[src/rtl/multicycle_pkg.sv]
// Shared encodings for the multicycle control unit: opcodes, ALU codes,
// mux selects and the controller state type.
package multicycle_pkg;

  localparam int unsigned OP_R    = 0;
  localparam int unsigned OP_ADDI = 1;
  localparam int unsigned OP_ANDI = 2;
  localparam int unsigned OP_ORI  = 3;
  localparam int unsigned OP_SUBI = 4;
  localparam int unsigned OP_LHW  = 7;
  localparam int unsigned OP_SHW  = 8;
  localparam int unsigned OP_BEQ  = 9;
  localparam int unsigned OP_BNE  = 10;
  localparam int unsigned OP_BLT  = 11;
  localparam int unsigned OP_BGT  = 12;
  localparam int unsigned OP_JUMP = 15;

  localparam int unsigned ALU_FUNCT = 0;
  localparam int unsigned ALU_ADD   = 1;
  localparam int unsigned ALU_AND   = 2;
  localparam int unsigned ALU_OR    = 3;
  localparam int unsigned ALU_SUB   = 4;
  localparam int unsigned ALU_CMP   = 5;

  localparam logic [1:0] SRCB_RT  = 2'd0;
  localparam logic [1:0] SRCB_ONE = 2'd1;
  localparam logic [1:0] SRCB_IMM = 2'd2;

  localparam logic [1:0] PC_ALU    = 2'd0;
  localparam logic [1:0] PC_BRANCH = 2'd1;
  localparam logic [1:0] PC_JUMP   = 2'd2;

  typedef enum logic [3:0] {
    FETCH, DECODE, EXEC_R, EXEC_I, ADDR, MEM_RD, MEM_WR,
    WB_ALU, WB_MEM, BRANCH, JUMP
  } state_t;

endpackage

[src/rtl/multicycle_control_retire_counter.sv]
// Retired-instruction counter: CNT_W-bit enable counter, wraps naturally.
module retire_counter #(
  parameter int unsigned CNT_W = 16
) (
  input  logic             clk,
  input  logic             reset_n,
  input  logic             en,
  output logic [CNT_W-1:0] count
);

  always_ff @(posedge clk or negedge reset_n) begin
    if (!reset_n) count <= '0;
    else if (en)  count <= count + CNT_W'(1);
  end

endmodule

[src/rtl/multicycle_control.sv]
// Multicycle controller: registered state machine driving datapath selects,
// memory handshake, illegal-opcode flag and retired-instruction count.
module multicycle_control
  import multicycle_pkg::*;
#(
  parameter int unsigned OPCODE_W = 4,
  parameter int unsigned ALUOP_W  = 3,
  parameter int unsigned CNT_W    = 16
) (
  input  logic                clk,
  input  logic                reset_n,
  input  logic [OPCODE_W-1:0] opcode,
  input  logic                mem_ready,
  output logic                mem_read,
  output logic                mem_write,
  output logic                i_or_d,
  output logic                ir_write,
  output logic                pc_write,
  output logic [1:0]          pc_src,
  output logic [3:0]          branch_en,
  output logic                alu_src_a,
  output logic [1:0]          alu_src_b,
  output logic [ALUOP_W-1:0]  alu_op,
  output logic                reg_write,
  output logic                reg_dst,
  output logic                mem_to_reg,
  output logic                illegal,
  output logic [CNT_W-1:0]    retired,
  output logic [3:0]          state
);

  localparam logic [OPCODE_W-1:0] C_R    = OPCODE_W'(OP_R);
  localparam logic [OPCODE_W-1:0] C_ADDI = OPCODE_W'(OP_ADDI);
  localparam logic [OPCODE_W-1:0] C_ANDI = OPCODE_W'(OP_ANDI);
  localparam logic [OPCODE_W-1:0] C_ORI  = OPCODE_W'(OP_ORI);
  localparam logic [OPCODE_W-1:0] C_SUBI = OPCODE_W'(OP_SUBI);
  localparam logic [OPCODE_W-1:0] C_LHW  = OPCODE_W'(OP_LHW);
  localparam logic [OPCODE_W-1:0] C_SHW  = OPCODE_W'(OP_SHW);
  localparam logic [OPCODE_W-1:0] C_BEQ  = OPCODE_W'(OP_BEQ);
  localparam logic [OPCODE_W-1:0] C_BNE  = OPCODE_W'(OP_BNE);
  localparam logic [OPCODE_W-1:0] C_BLT  = OPCODE_W'(OP_BLT);
  localparam logic [OPCODE_W-1:0] C_BGT  = OPCODE_W'(OP_BGT);
  localparam logic [OPCODE_W-1:0] C_JUMP = OPCODE_W'(OP_JUMP);

  state_t              state_q, state_d;
  logic [OPCODE_W-1:0] op_q;
  logic                retire;

  always_ff @(posedge clk or negedge reset_n) begin
    if (!reset_n) begin
      state_q <= FETCH;
      op_q    <= '0;
    end else begin
      state_q <= state_d;
      if (state_q == DECODE) op_q <= opcode;
    end
  end

  always_comb begin
    state_d    = state_q;
    mem_read   = 1'b0;
    mem_write  = 1'b0;
    i_or_d     = 1'b0;
    ir_write   = 1'b0;
    pc_write   = 1'b0;
    pc_src     = PC_ALU;
    branch_en  = '0;
    alu_src_a  = 1'b0;
    alu_src_b  = SRCB_RT;
    alu_op     = ALUOP_W'(ALU_FUNCT);
    reg_write  = 1'b0;
    reg_dst    = 1'b0;
    mem_to_reg = 1'b0;
    illegal    = 1'b0;
    retire     = 1'b0;

    case (state_q)
      FETCH: begin
        mem_read  = 1'b1;
        alu_src_b = SRCB_ONE;
        alu_op    = ALUOP_W'(ALU_ADD);
        if (mem_ready) begin
          ir_write = 1'b1;
          pc_write = 1'b1;
          state_d  = DECODE;
        end
      end
      DECODE: begin
        alu_src_b = SRCB_IMM;
        alu_op    = ALUOP_W'(ALU_ADD);
        case (opcode)
          C_R:                           state_d = EXEC_R;
          C_ADDI, C_ANDI, C_ORI, C_SUBI: state_d = EXEC_I;
          C_LHW, C_SHW:                  state_d = ADDR;
          C_BEQ, C_BNE, C_BLT, C_BGT:    state_d = BRANCH;
          C_JUMP:                        state_d = JUMP;
          default: begin
            illegal = 1'b1;
            state_d = FETCH;
          end
        endcase
      end
      EXEC_R: begin
        alu_src_a = 1'b1;
        state_d   = WB_ALU;
      end
      EXEC_I: begin
        alu_src_a = 1'b1;
        alu_src_b = SRCB_IMM;
        case (op_q)
          C_ANDI:  alu_op = ALUOP_W'(ALU_AND);
          C_ORI:   alu_op = ALUOP_W'(ALU_OR);
          C_SUBI:  alu_op = ALUOP_W'(ALU_SUB);
          default: alu_op = ALUOP_W'(ALU_ADD);
        endcase
        state_d = WB_ALU;
      end
      ADDR: begin
        alu_src_a = 1'b1;
        alu_src_b = SRCB_IMM;
        alu_op    = ALUOP_W'(ALU_ADD);
        state_d   = (op_q == C_SHW) ? MEM_WR : MEM_RD;
      end
      MEM_RD: begin
        mem_read = 1'b1;
        i_or_d   = 1'b1;
        if (mem_ready) state_d = WB_MEM;
      end
      MEM_WR: begin
        mem_write = 1'b1;
        i_or_d    = 1'b1;
        if (mem_ready) begin
          retire  = 1'b1;
          state_d = FETCH;
        end
      end
      WB_ALU: begin
        reg_write = 1'b1;
        reg_dst   = (op_q == C_R);
        retire    = 1'b1;
        state_d   = FETCH;
      end
      WB_MEM: begin
        reg_write  = 1'b1;
        mem_to_reg = 1'b1;
        retire     = 1'b1;
        state_d    = FETCH;
      end
      BRANCH: begin
        alu_src_a = 1'b1;
        alu_op    = ALUOP_W'(ALU_CMP);
        pc_src    = PC_BRANCH;
        case (op_q)
          C_BEQ:   branch_en = 4'b0001;
          C_BNE:   branch_en = 4'b0010;
          C_BLT:   branch_en = 4'b0100;
          default: branch_en = 4'b1000;
        endcase
        retire  = 1'b1;
        state_d = FETCH;
      end
      JUMP: begin
        pc_write = 1'b1;
        pc_src   = PC_JUMP;
        retire   = 1'b1;
        state_d  = FETCH;
      end
      default: state_d = FETCH;
    endcase

    // Reset forces FETCH, whose request would otherwise be visible while reset is held.
    if (!reset_n) begin
      mem_read = 1'b0;
      ir_write = 1'b0;
      pc_write = 1'b0;
    end
  end

  assign state = state_q;

  retire_counter #(.CNT_W(CNT_W)) u_retire (
    .clk     (clk),
    .reset_n (reset_n),
    .en      (retire),
    .count   (retired)
  );

endmodule

[config.mk]
export PLATFORM = sky130hd
export DESIGN_NAME = multicycle_control
export DESIGN_NICKNAME = d
export VERILOG_FILES = /design/src/rtl/multicycle_pkg.sv /design/src/rtl/multicycle_control_retire_counter.sv /design/src/rtl/multicycle_control.sv
export SDC_FILE = /design/constraint.sdc
export NUM_CORES = 1
export LEC_CHECK = 0
export ABC_AREA = 1
export CORE_MARGIN = 2
export CORE_UTILIZATION = 33
export DETAILED_ROUTE_END_ITERATION = 7
export GPL_TIMING_DRIVEN = 0
export PLACE_DENSITY = 0.68
export SLEW_MARGIN = 20
export SYNTH_ARGS = -nofsm -noshare
export SYNTH_HDL_FRONTEND = slang
export SYNTH_SLANG_ARGS = --single-unit
[constraint.sdc]
create_clock -name clk -period 4.3 [get_ports clk]
set_clock_uncertainty 0.05 [all_clocks]
set_input_delay 0.86 -clock clk [delete_from_list [all_inputs] [get_ports clk]]
set_output_delay 0.86 -clock clk [all_outputs]
set_load 0.02 [all_outputs]
==> flow_summary.toml, run 1 <==
[timing]
setup_viol_count_final = 0
period_share_pct = 78.2
finalMaxSlewViolations = 0
hold_violations = 0
rsz0062_at_grt = "no"
maxSlewHeadroom_pct = 62.6
hold_ws_ps = 485
finalCriticalPeriod_ps = 3360
worstMarginPinSlew_ps = 561
fmax_mhz = 298
fin_setup_tns_ps = 0
setup_ws_ps = 939

[synth]
ys_warn_count = 0
syn_inst = 247
ys_types = 22
yosys_register_bits = 24
synth_area_per_cell_sq_um = 6.53
netlist_area_sq_um = 1610
ys_seq_area_share_pct = 37.2
syn_nets = 255

[routing]
drc = 0
drtIter0Drc = 144
vias = 1669
finalWirelength_microns = 4110
wl_per_cell_microns = 11.3
drtPass1Iterations = 5
drtAntennaViolNets = 0
viasPerCell = 4.57

[cts]
cts_hold_buf = 0
root_buffer = "clkbuf_8"
tritoncts = "built"
clk_latency_ps = 260
cts_setup_buffers = 0
htree_levels = 1
cts_buffer_depth = 2
clock_sinks = 24
numCtsBuffers = 3
cts_resized = 0
clk_pin_slew_ps = 80

[floorplan]
io_pins = 48
dieArea_sq_um = 5470
initial_core_util_pct = 34.2
row_count = 25
die_h_microns = 73.9
die_x_microns = 73.9
core_sq_um = 4720

[power]
p_leak_uw = 0.000974
p_total_uw = 1330
powerDensity_nw_per_um2 = 600
ir_drop_uv = 266

[critical_path]
worst_ep_required_time_ps = 3390
crit_top_cell = "clkdlybuf4s50_1"
max_stage_delay_ps = 610
criticalPathCategory = "in2out"
critPathLaunchType = "input port"
cp_cell_sequence = "clkdlybuf4s50_1 -> o21ai_0 -> inv_1 -> nand2_1 -> nor2_1 -> clkdlybuf4s50_1"
end_kind = "output port"
worstPathArrival_ps = 2450
cp_max_fo = 4
cp_slowest_cell = "clkdlybuf4s50_1"

[grt]
grt_pass1_wl_microns = 6910
first_global_vias = 1509
antenna_found_initial = 0
grt_max_degree = 27
grt_usage_pct = 16.1
grt-ovfl-total = 0

[finish]
mostFrequentLayoutCells = "nand2_1 (85), clkdlybuf4s50_1 (46), inv_1 (34)"
area_growth_pct = 37.4
nNetsFinal = 307
drive_gt1_share_pct = 4.70
final_common_cell = "nand2_1"
num_antenna_cells = 0

[place]
place_congestion = 0.843
place.detailed.hpwl_microns = 3270
place_ws_ps = 944
io_buffers = 47

[outcome]
status = "finished, final reports clean"

[min_path]
hold_class = "reg2reg"

[job]
maxCapViolCount = 0
stage by stage:
step / area [sq um] / util [%] / std cells
finish: 2220 / 47.0 / 365
CTS: 2220 / 47.0 / 365
global route: 2220 / 47.0 / 365
global placement: 2170 / 45.9 / 361
detailed placement: 2160 / 45.8 / 361
floorplan: 1610 / - / 247
report_power, final:
group | internal [uW] | switching [uW] | total, uW
logic | 325 | 481 | 806
registers | 292 | 82.2 | 374
clock network | 81.7 | 71.0 | 153
total | 698 | 634 | 1330
layer usage:
metal,track usage [%],routed length (microns)
met5,0,0
met2,25.5,1890
met3,1.22,128
met1,23.3,2050
met4,5.05,49
cell usage after synthesis (all sizes together):
cell    count  share of area (%)
o21bai      1               0.47
o211ai      2               0.93
nor4        2               0.78
xnor2       2                1.1
nor2       30                7.1
nand2      88                 21
a21oi       5                1.6
nand4       5                1.9
inv        36                8.4
o21ai      21                6.5
dfrtp      24                 37
nand3      18                5.6
a21boi      1               0.47
nor3        2               0.62
buf         2                1.4
ha          1               0.78
xor2        7                4.3
flip-flops by register name, summed over array words and instances (netlist names):
signal          cells
state               4
u_retire.count     16
op_q                4
final timing paths:
| path | from | end | slack, ps | depth (start not counted) |
|---|---|---|---|---|
| hold reg to reg | u_retire.count[15] | u_retire.count[15] | 480 | 2 |
| min in group asynchronous | reset_n | u_retire.count[14] | 530 | 1 |
| max in group asynchronous | reset_n | op_q[2] | 3300 | 1 |
| hold / removal | u_retire.count[15] | u_retire.count[15] | 480 | 2 |
| setup / recovery | opcode[1] | illegal | 940 | 6 |
| setup reg to reg | u_retire.count[0] | u_retire.count[10] | 2680 | 7 |
worst max-delay path: cells and delay by family:
kind / cells / cell delay [ps]
buf+inv: 3 / 1220
compound gates: 1 / 180
simple gates: 2 / 180
final cells by class:
cell class                 count  area, sq um
fill                         485         2500
multi-input combinational    185          856
sequential                    24          601
timing repair buffer          47          465
inverter                      36          135
tap                           67         83.8
clock buffer                   4         55.1
buffer                         2         22.5
cell families after synthesis:
logic type | after synthesis | synth area share, %
simple gates | 145 | 37.0
buf+inv | 38 | 9.77
compound gates | 30 | 9.92
flops | 24 | 37.2
xor+xnor | 9 | 5.35
fa+ha+maj | 1 | 0.775
Note: power is estimated with default switching activity, not from simulation.
==> run 2, diff against run 1 <==
--- a/config.mk
+++ b/config.mk
@@ -10,7 +10,7 @@
 export CORE_UTILIZATION = 33
 export DETAILED_ROUTE_END_ITERATION = 7
 export GPL_TIMING_DRIVEN = 0
-export PLACE_DENSITY = 0.68
+export PLACE_DENSITY = 0.71
 export SLEW_MARGIN = 20
 export SYNTH_ARGS = -nofsm -noshare
 export SYNTH_HDL_FRONTEND = slang
==> constraint.sdc (replaced) <==
create_clock -name clk -period 2.8 [get_ports clk]
set_clock_uncertainty 0.05 [all_clocks]
set_input_delay 0.56 -clock clk [delete_from_list [all_inputs] [get_ports clk]]
set_output_delay 0.56 -clock clk [all_outputs]
set_load 0.02 [all_outputs]
==> run 2 against run 1 <==
Count of clock-buffer cells in the layout down 1; flip-flop and latch count unchanged; combinational power up 54%; sequential share of layout area about the same; power up 52%; setup slack worse by 760 ps; utilization down 0.079 points; final cell count down 0.27%.
==> flow_summary.toml, run 2 (synthesis results as in run 1) <==
[outcome]
status = "finished, final reports clean"

[finish]
register_area_sq_um = 601
largest_register = "u_retire.count"
fillCellCount = 489
mostFrequentLayoutCells = "nand2_1 (85), clkdlybuf4s50_1 (43), inv_1 (34)"
multi_input_area_sq_um = 858
drive_gt1_share_pct = 4.71
nNetsFinal = 307
num_antenna_cells = 0
post-route-util_pct = 46.9
area_growth_pct = 37.2
fin_area_sq_um = 2210
final_common_cell = "nand2_1"
largest_register_ffs = 16

[critical_path]
criticalPathCategory = "reg2out"
worstPathArrival_ps = 2010
critPathLaunchType = "flop"
end_kind = "output port"
worst_ep_required_time_ps = 2190
cp_max_fo = 8

[cts]
cts_hold_buf = 0
cts_buffer_depth = 2
clock_sinks = 24
clk_pin_slew_ps = 80
tritoncts = "built"
root_buffer = "clkbuf_8"
clk_latency_ps = 270
htree_levels = 1
numCtsBuffers = 3

[floorplan]
die_x_microns = 73.9
io_pins = 48
dieArea_sq_um = 5470
core_sq_um = 4720
die_h_microns = 73.9
initial_core_util_pct = 34.2
row_count = 25

[grt]
grt-ovfl-total = 0
grt_max_degree = 27
grt_pass1_wl_microns = 6810
antenna_found_initial = 0
grt_usage_pct = 15.7
first_global_vias = 1502

[routing]
wl_per_cell_microns = 11.1
finalWirelength_microns = 4060
drtPass1Iterations = 4
vias = 1674
viasPerCell = 4.60
drtIter0Drc = 87
drc = 0
drtAntennaViolNets = 0

[job]
maxCapViolCount = 0

[power]
powerDensity_nw_per_um2 = 912
ir_drop_uv = 363
p_leak_uw = 0.00102

[timing]
maxSlewHeadroom_pct = 61.5
finalCriticalPeriod_ps = 2620
period_share_pct = 93.6
rsz0062_at_grt = "no"
fmax_mhz = 382
finalMaxSlewViolations = 0
hold_violations = 0
setup_viol_count_final = 0
worstMarginPinSlew_ps = 578

[place]
dpl_cell_area_sq_um = 2160
place.detailed.hpwl_microns = 3200
io_buffers = 47
place_congestion = 0.829

[min_path]
hold_class = "in2async"
==> run 2: cell count changes in the layout (fill, tap and decap cells not counted), sizes merged <==
cell           previous run  this run
dlymetal6s2s              0         3
clkdlybuf4s50            46        43
clkbuf                    4         3
==> run 2: timing repair <==
action	CTS	global route
buffers inserted	0	0
setup endpoints to repair	0	4
gates resized for setup	0	4
==> run 2: metal layers <==
layer  up-vias  GRT usage [%]  share of wire [%]
li1        882              -                  -
met1       760           23.5                 51
met2        28           24.3                 46
met3         4           1.63                2.5
met4         0           3.64               0.94
met5         -              0                  0
==> run 2: path summary, 6_finish.rpt <==
check                                   startpoint                  to  slack [ps]  depth (start not counted)
worst max-delay path                      state[0]        branch_en[3]         180                          5
worst min-delay path                       reset_n  u_retire.count[10]         230                          1
worst max register to register   u_retire.count[0]  u_retire.count[10]        1190                          7
worst min register to register  u_retire.count[15]  u_retire.count[15]         490                          2
max in group asynchronous                  reset_n             op_q[3]        2080                          1
min in group clk                u_retire.count[15]  u_retire.count[15]         490                          2
==> run 2: layout make-up <==
type	count	share of cell area (%)
buffer	2	1.02
timing repair buffer	47	21.4
inverter	36	6.10
sequential	24	27.1
multi-input combinational	185	38.8
tap	67	3.79
clock buffer	3	1.86
==> run 2: metrics by stage <==
stage	instances	TNS, ps	hold slack, ps	worst slack [ps]	total power [uW]
after floorplan	247	0	214	587	1320
after global placement	361	-2000	462	-704	1810
after detailed placement	361	0	469	62.6	1820
after CTS	364	0	244	50.1	2040
after global routing	364	0	272	27.9	2200
final	364	0	231	179	2020
==> run 2: power by group <==
part	leakage, uW	internal (uW)	switching, uW	total [uW]
clock network	0.0000216	96.2	107	204
registers	0.000316	448	127	575
logic	0.000683	499	743	1240
==> run 2: worst max-delay path, cell delays in order, from the launching register on <==
cell and delay, ps:
dfrtp_1 450, inv_1 110, nor2_1 200, nand2_1 210
a21oi_1 160, clkdlybuf4s50_1 620
==> run 3, diff against run 2 <==
--- a/config.mk
+++ b/config.mk
@@ -10,7 +10,7 @@
 export CORE_UTILIZATION = 33
 export DETAILED_ROUTE_END_ITERATION = 7
 export GPL_TIMING_DRIVEN = 0
-export PLACE_DENSITY = 0.71
+export PLACE_DENSITY = 0.66
 export SLEW_MARGIN = 20
 export SYNTH_ARGS = -nofsm -noshare
 export SYNTH_HDL_FRONTEND = slang
==> constraint.sdc (replaced) <==
create_clock -name clk -period 2.2 [get_ports clk]
set_clock_uncertainty 0.05 [all_clocks]
set_input_delay 0.44 -clock clk [delete_from_list [all_inputs] [get_ports clk]]
set_output_delay 0.44 -clock clk [all_outputs]
set_load 0.02 [all_outputs]
==> run 3 against run 2 <==
Sequential power is 30% higher; wire length is 5.8% higher; utilization is 0.21 points lower; die area stayed put; power is 28% higher; flip-flop and latch count stayed put; combinational power is 24% higher; via count is 1.3% higher; clock power is 49% higher; critical path type unchanged.
==> flow_summary.toml, run 3 (synthesis results as in run 1) <==
[outcome]
status = "finished, final reports clean"

[finish]
mostFrequentLayoutCells = "nand2_1 (84), inv_1 (32), nor2_1 (25), clkdlybuf4s50_1 (25), dfrtp_1 (22)"
fillCellCount = 490
final_common_cell = "nand2_1"
drive_gt1_share_pct = 10.7
num_antenna_cells = 0
largest_register_ffs = 16
area_growth_pct = 36.6
multi_input_area_sq_um = 873
register_area_sq_um = 603
fin_area_sq_um = 2200
nNetsFinal = 308
largest_register = "u_retire.count"

[grt]
grt_max_degree = 27
grt-ovfl-total = 0
grt_pass1_wl_microns = 7240
grt_usage_pct = 16.8
antenna_found_initial = 0
first_global_vias = 1570

[routing]
drc = 0
dr_wl_met2_microns = 2050
wl_per_cell_microns = 11.7
dr_wl_met3_microns = 95
vias = 1696
viasPerCell = 4.63
finalWirelength_microns = 4290
drtPass1Iterations = 4
drtAntennaViolNets = 0
drtIter0Drc = 116
drt-met1-wl_microns = 2130
dr.max_layer_used = "met4"

[timing]
hold_violations = 0
finalMaxSlewViolations = 0
rsz0062_at_grt = "no"
finalCriticalPeriod_ps = 2130
maxSlewHeadroom_pct = 76.1
setup_viol_count_final = 0
setup_ws_ps = 69.4
hold_ws_ps = 39.2
period_share_pct = 96.8
worstMarginPinSlew_ps = 358
fmax_mhz = 469

[power]
pwr-share-clk_pct = 11.7
ir_drop_uv = 409
switchingPower_uw = 1290
p_int_uw = 1300
powerDensity_nw_per_um2 = 1180
sw_frac_of_total_pct = 49.8
combPwrFrac_pct = 59.5
p_leak_uw = 0.00106
seqPwrFrac_pct = 28.8

[critical_path]
worstPathArrival_ps = 1640
critPathLaunchType = "flop"
end_kind = "output port"
criticalPathCategory = "reg2out"
worst_ep_required_time_ps = 1710
cp_max_fo = 6

[floorplan]
die_h_microns = 73.9
io_pins = 48
initial_core_util_pct = 34.2
core_sq_um = 4720
die_x_microns = 73.9
row_count = 25
dieArea_sq_um = 5470

[cts]
numCtsBuffers = 3
clk_latency_ps = 270
clock_sinks = 24
clk_pin_slew_ps = 90
htree_levels = 1
root_buffer = "clkbuf_8"
cts_buffer_depth = 2
tritoncts = "built"

[place]
place_ws_ps = -303
place.detailed.hpwl_microns = 3220
place_congestion = 0.850
dpl_cell_area_sq_um = 2160
io_buffers = 47

[job]
maxCapViolCount = 0

[min_path]
hold_class = "in2async"
==> run 3: cell count changes in the layout (fill, tap and decap cells not counted), sizes merged <==
cell           change
clkdlybuf4s50     -18
dlygate4sd2        +9
clkbuf             +8
buf                +2
clkdlybuf4s15      +2
dlymetal6s2s       -1
==> run 3: area by class of cell <==
type | instances | area share (%)
multi-input combinational | 185 | 39.6
sequential | 24 | 27.4
timing repair buffer | 48 | 19.6
inverter | 36 | 6.13
tap | 67 | 3.80
clock buffer | 4 | 2.50
buffer | 2 | 1.02
==> run 3: stage by stage <==
step | total power [uW] | TNS, ps | utilization, % | cells
2_1_floorplan | 1680 | 0 | - | 247
3_3_place_gp | 2320 | -3970 | 45.9 | 361
3_5_place_dp | 2320 | -1330 | 45.8 | 361
4_1_cts | 2600 | -20.0 | 47.1 | 366
5_1_grt | 2800 | 0 | 46.7 | 366
6_report | 2590 | 0 | 46.7 | 366
==> run 3: per-layer routing <==
metal  global-route usage (%)  up-vias
li1                         -      885
met3                     1.63        2
met2                     27.1       28
met4                     5.45        0
met5                        0        -
met1                     23.8      781
==> run 3: what timing repair did <==
| action | in CTS | in global routing |
|---|---|---|
| buffers inserted | 1 | 0 |
| resized for setup | 32 | 27 |
| hold buffers | 0 | 0 |
| setup endpoints to repair | 19 | 13 |
| endpoints found under the hold margin | 0 | 0 |
==> run 3: worst paths after layout <==
check,cells after the start,start,slack (ps),end
max,5,state[0],70,mem_read
min,1,reset_n,40,u_retire.count[8]
max reg2reg,7,u_retire.count[0],570,u_retire.count[10]
min reg2reg,2,op_q[2],510,op_q[2]
max in group asynchronous,1,reset_n,1760,state[1]
min in group clk,2,op_q[2],510,op_q[2]
==> run 3: worst max-delay path, stage by stage (launching register included) <==
cell and delay, ps:
dfrtp_2 440, inv_1 100, nor2_2 170, nand2_1 150
a21oi_1 170, dlygate4sd2_1 350
==> run 3: power by group through the flow <==
stage | clock network [uW] | registers (uW) | logic (uW)
floorplan | 0 | 812 | 871
global placement | 0 | 741 | 1580
detailed placement | 0 | 742 | 1580
CTS | 312 | 741 | 1550
global route | 330 | 765 | 1710
finish | 304 | 746 | 1540
